`config.mk`:
```
export PLATFORM = sky130hd
export DESIGN_NAME = rr_sel_arbiter
export DESIGN_NICKNAME = d
export VERILOG_FILES = /design/src/rtl/rr_sel_arbiter.sv
export SDC_FILE = /design/constraint.sdc
export NUM_CORES = 1
export LEC_CHECK = 0
export ABC_CLOCK_PERIOD_IN_PS = 3060
export CAP_MARGIN = 20
export CORE_MARGIN = 2
export CORE_UTILIZATION = 50
export CTS_BUF_LIST = sky130_fd_sc_hd__clkbuf_4 sky130_fd_sc_hd__clkbuf_8 sky130_fd_sc_hd__clkbuf_16
export CTS_CLUSTER_DIAMETER = 200
export DETAILED_ROUTE_END_ITERATION = 10
export PLACE_DENSITY = 0.8
export SLEW_MARGIN = 20
export SYNTH_ARGS = -nofsm -noshare
export SYNTH_HDL_FRONTEND = slang
export SYNTH_SLANG_ARGS = --single-unit
```
`constraint.sdc`:
```
create_clock -name clk -period 3.06 [get_ports clk]
set_clock_uncertainty 0.15 [all_clocks]
set_input_delay 0.612 -clock clk [delete_from_list [all_inputs] [get_ports clk]]
set_output_delay 0.612 -clock clk [all_outputs]
set_load 0.05 [all_outputs]
```
`src/rtl/rr_sel_arbiter.sv`:
```
// Four-channel round-robin arbiter that drives a registered 4:1 mux select.
// A grant is held until done, request withdrawal, or HOLD_MAX cycles elapse.
module rr_sel_arbiter #(
    parameter int unsigned HOLD_MAX = 15
) (
    input  logic       clk,
    input  logic       rst,
    input  logic [3:0] req,
    input  logic       done,
    output logic [1:0] s,
    output logic [3:0] gnt,
    output logic       valid,
    output logic       timeout
);

    localparam logic       ST_IDLE   = 1'b0;
    localparam logic       ST_GRANT  = 1'b1;
    localparam logic [7:0] HCNT_LAST = 8'(HOLD_MAX - 1);

    logic       state_q, state_d;
    logic [1:0] ptr_q, ptr_d;
    logic [1:0] idx_q, idx_d;
    logic [7:0] hcnt_q, hcnt_d;
    logic [3:0] gnt_q, gnt_d;
    logic       valid_q, valid_d;
    logic       timeout_q, timeout_d;

    logic [1:0] win;
    logic       at_limit;
    logic       withdrawn;
    logic       release_grant;

    // Walk the offsets from far to near so the closest set bit after ptr wins.
    always_comb begin
        win = ptr_q;
        for (int k = 3; k >= 0; k--) begin
            if (req[ptr_q + 2'(k)]) win = ptr_q + 2'(k);
        end
    end

    assign at_limit      = (hcnt_q == HCNT_LAST);
    assign withdrawn     = !req[idx_q];
    assign release_grant = done || withdrawn || at_limit;

    always_comb begin
        // NOTE: every next-state signal gets a default first, so no path leaves one unassigned and infers a latch.
        state_d   = state_q;
        ptr_d     = ptr_q;
        idx_d     = idx_q;
        hcnt_d    = hcnt_q;
        gnt_d     = gnt_q;
        valid_d   = valid_q;
        timeout_d = 1'b0;

        if (state_q == ST_IDLE) begin
            if (req != 4'b0000) begin
                state_d = ST_GRANT;
                idx_d   = win;
                hcnt_d  = 8'd0;
                gnt_d   = 4'b0001 << win;
                valid_d = 1'b1;
            end
        end else begin
            if (release_grant) begin
                // A limit hit only counts as a timeout when nothing else ended the grant.
                state_d   = ST_IDLE;
                ptr_d     = idx_q + 2'd1;
                gnt_d     = 4'b0000;
                valid_d   = 1'b0;
                timeout_d = at_limit && !done && !withdrawn;
            end else begin
                hcnt_d = hcnt_q + 8'd1;
            end
        end
    end

    always_ff @(posedge clk) begin
        // NOTE: sequential state uses non-blocking assignments so every register samples pre-edge values.
        if (rst) begin
            state_q   <= ST_IDLE;
            ptr_q     <= 2'd0;
            idx_q     <= 2'd0;
            hcnt_q    <= 8'd0;
            gnt_q     <= 4'b0000;
            valid_q   <= 1'b0;
            timeout_q <= 1'b0;
        end else begin
            state_q   <= state_d;
            ptr_q     <= ptr_d;
            idx_q     <= idx_d;
            hcnt_q    <= hcnt_d;
            gnt_q     <= gnt_d;
            valid_q   <= valid_d;
            timeout_q <= timeout_d;
        end
    end

    // idx only changes on arbitration, so it doubles as the held select.
    assign s       = idx_q;
    assign gnt     = gnt_q;
    assign valid   = valid_q;
    assign timeout = timeout_q;

endmodule

```
==> results.json <==
{
  "internal-power_uw": 363,
  "fin_nets": 150,
  "wirelength_mm": 2.38,
  "setup_ws_ns": 0.640,
  "required_ns": 3.12,
  "yosysTopAreaCell": "dfxtp_1",
  "rows": 16,
  "post_drt_wl_per_cell_microns": 14.3,
  "setup_viol": 0,
  "post_cts_resized": 0,
  "drt-vias-per-instance": 6.19,
  "drive_gt1_share_pct": 6.43,
  "crit-reg2reg-launch": "hcnt_q[5]",
  "grt_antenna_before_repair": 0,
  "finalSetupTns_ns": 0,
  "worstPathArrival_ns": 2.48,
  "drtAntennaViolNets": 0,
  "initial_core_util_pct": 53.5,
  "p_switching_uw": 181,
  "cts.sinks": 19,
  "finalCriticalPeriod_ns": 2.42,
  "p_per_area_nw_per_um2": 440,
  "clock.fmax_mhz": 413,
  "max-vdd-ir-drop_v": 0.000406,
  "clock_latency_ns": 0.29,
  "maxCapViolCount": 0,
  "critPathCaptureType": "flip-flop",
  "min-delay-start": "gnt[3]",
  "synth_edf_count": 0,
  "ys_seq_area_share_pct": 36.2,
  "die-area_sq_um": 2480,
  "io_buffers": 14,
  "p_seq_share_pct": 50.4,
  "post-place-cells": 163,
  "status": "finished, final reports clean",
  "grt_max_degree": 18,
  "yosysTopAreaCellShare_pct": 36.2,
  "drc": 0,
  "synth_top_family_by_area": "simple AND/OR/NAND/NOR gates",
  "worst_setup_path_start_kind": "input port",
  "cts_tree": "yes",
  "numCtsBuffers": 3,
  "n_antenna_cell": 0,
  "critPathMaxFanout": 11,
  "yosysWarningCount": 0,
  "ys.flop_type": "dfxtp_1",
  "die_height_microns": 49.8,
  "die_w_microns": 49.8,
  "avgSynthCellArea_sq_um": 8.27,
  "synth_common_cells": "19 x dfxtp_1, 10 x a21oi_1, 9 x nand2_1",
  "synth_adder_area_share_pct": 2.38,
  "cts-root-buf": "clkbuf_4",
  "io_pins": 15,
  "cts_max_level": 1,
  "crit_start": "req[0]",
  "p_clk_share_pct": 23.5,
  "drt_iter0_drc": 28,
  "synth_seq_cells": 19,
  "ys_types": 42,
  "coreArea_sq_um": 1960,
  "swShare_pct": 33.3,
  "clockBufferDepth": 2,
  "synth_most_common_cell": "dfxtp_1",
  "gp_routability_congestion": 0.929,
  "rsz0062_at_grt": "no",
  "route.vias.total": 1034,
  "timing.final.hold_violations": 0,
  "pwr-share-comb_pct": 26.1,
  "cts_setup_buffers": 0,
  "synthesis.area_sq_um": 1050,
  "place_hpwl_mm": 1.75,
  "synth.area.top_cells": "dfxtp_1 36%, a21oi_1 4.8%, mux2i_1 3.8%, nand2b_1 3.6%, o32ai_1 3.3%",
  "grt_pass1_vias": 948,
  "power.leakage_nw": 0.437,
  "synth-compound-area-share_pct": 24.7,
  "path_clk_slew_ns": 0.11,
  "first_pass_iters": 4,
  "synth-simple-area-share_pct": 26.1,
  "grt_first_pass_wirelength_mm": 4.06,
  "fin_cells": 167,
  "syn-num-nets": 136,
  "synthXorXnorAreaFrac_pct": 0.834,
  "place_worst_setup_slack_ns": 0.344,
  "finalMaxSlewViolations": 0,
  "synthCells": 127,
  "worst-slew-pin-transition_ns": 0.787,
  "criticalPathCategory": "input port to flip-flop",
  "syn_to_final_growth_pct": 17.9,
  "overflow": 0,
  "worstHoldPathType": "flip-flop to flip-flop",
  "async_reset_ff_share_pct": 0,
  "post-route-period-util_pct": 79.1,
  "postCtsHoldBufs": 0,
  "synthMuxAreaShare_pct": 4.89,
  "grtUsageTotal_pct": 20.5,
  "max-slew-margin-rel_pct": 47.3
}
critical path, cell delays in order:
cell,delay (ns)
clkdlybuf4s50_1,0.54
or4_1,0.57
nand2_1,0.30
o21ai_0,0.18
a311oi_1,0.27
power groups by stage:
stage	Sequential, mW	Clock [mW]	Combinational, mW
3_5_place_dp	0.280	0	0.140
5_1_grt	0.277	0.141	0.153
4_1_cts	0.274	0.131	0.141
6_report	0.274	0.128	0.142
2_1_floorplan	0.303	0	0.0717
3_3_place_gp	0.280	0	0.138
placed cells by master (no fill, tap or decap), drive strengths merged, types with 2 or more instances in the layout:
cell	Yosys	layout
buf	1	2
nor2	7	7
or3	3	3
o32ai	4	4
o21ai	3	3
nor3	2	2
a31oi	3	3
or4	2	2
and2	3	3
nand3	4	4
nor4	3	3
nand2	9	9
clkbuf	6	3
o211ai	3	3
or2	2	2
mux2i	4	4
nand4	4	4
o31ai	2	2
o311ai	2	2
dfxtp	19	19
clkdlybuf4s50	0	14
ha	2	2
and3	2	2
a21oi	10	10
nand2b	6	6
inv	6	6
registers in the layout, indices dropped and copies added, names as in the netlist:
signal and count:
gnt 4, hcnt_q 8, ptr_q 2, s 2, state_q 1, timeout 1
valid 1
per-stage QoR:
| step | hold WS, ns | util, % | area [sq um] | power, mW |
|---|---|---|---|---|
| global placement | 0.314 | 61.7 | 1210 | 0.417 |
| floorplan | 0.308 | - | 1050 | 0.375 |
| detailed placement | 0.311 | 61.7 | 1210 | 0.420 |
| global route | 0.347 | 63.1 | 1240 | 0.571 |
| CTS | 0.325 | 63.1 | 1240 | 0.547 |
| finish | 0.318 | 63.1 | 1240 | 0.544 |
routing by layer:
layer / up-vias / wire length (microns) / track usage (%)
met1: 474 / 1070 / 25.8
met3: 6 / 154 / 4.55
met4: 0 / 29 / 5.09
met5: - / 0 / 0
li1: 507 / - / -
met2: 47 / 1130 / 35.1
cell families after synthesis:
group                      after synthesis
AOI/OAI and AO/OA                       37
adders and majority gates                2
muxes                                    5
buffers and inverters                   13
xor gates and xnor gates                 1
and+or+nand+nor                         50
DFF                                     19
final timing paths:
| path | cells past startpoint | to | slack [ns] |
|---|---|---|---|
| worst min-delay path | 2 | gnt[3] | 0.32 |
| worst max-delay path | 5 | hcnt_q[5] | 0.64 |
| worst max register to register | 4 | gnt[2] | 1.06 |
| worst min register to register | 2 | gnt[3] | 0.32 |
final cells by class:
cell class / instances / area, sq um
Fill cell: 184 / 724
Multi-Input combinational cell: 95 / 618
Sequential cell: 19 / 380
Timing Repair Buffer: 16 / 155
Tap cell: 27 / 33.8
Clock buffer: 3 / 22.5
Inverter: 6 / 22.5
Clock inverter: 1 / 5.00
Note: power is estimated with default switching activity, not from simulation.
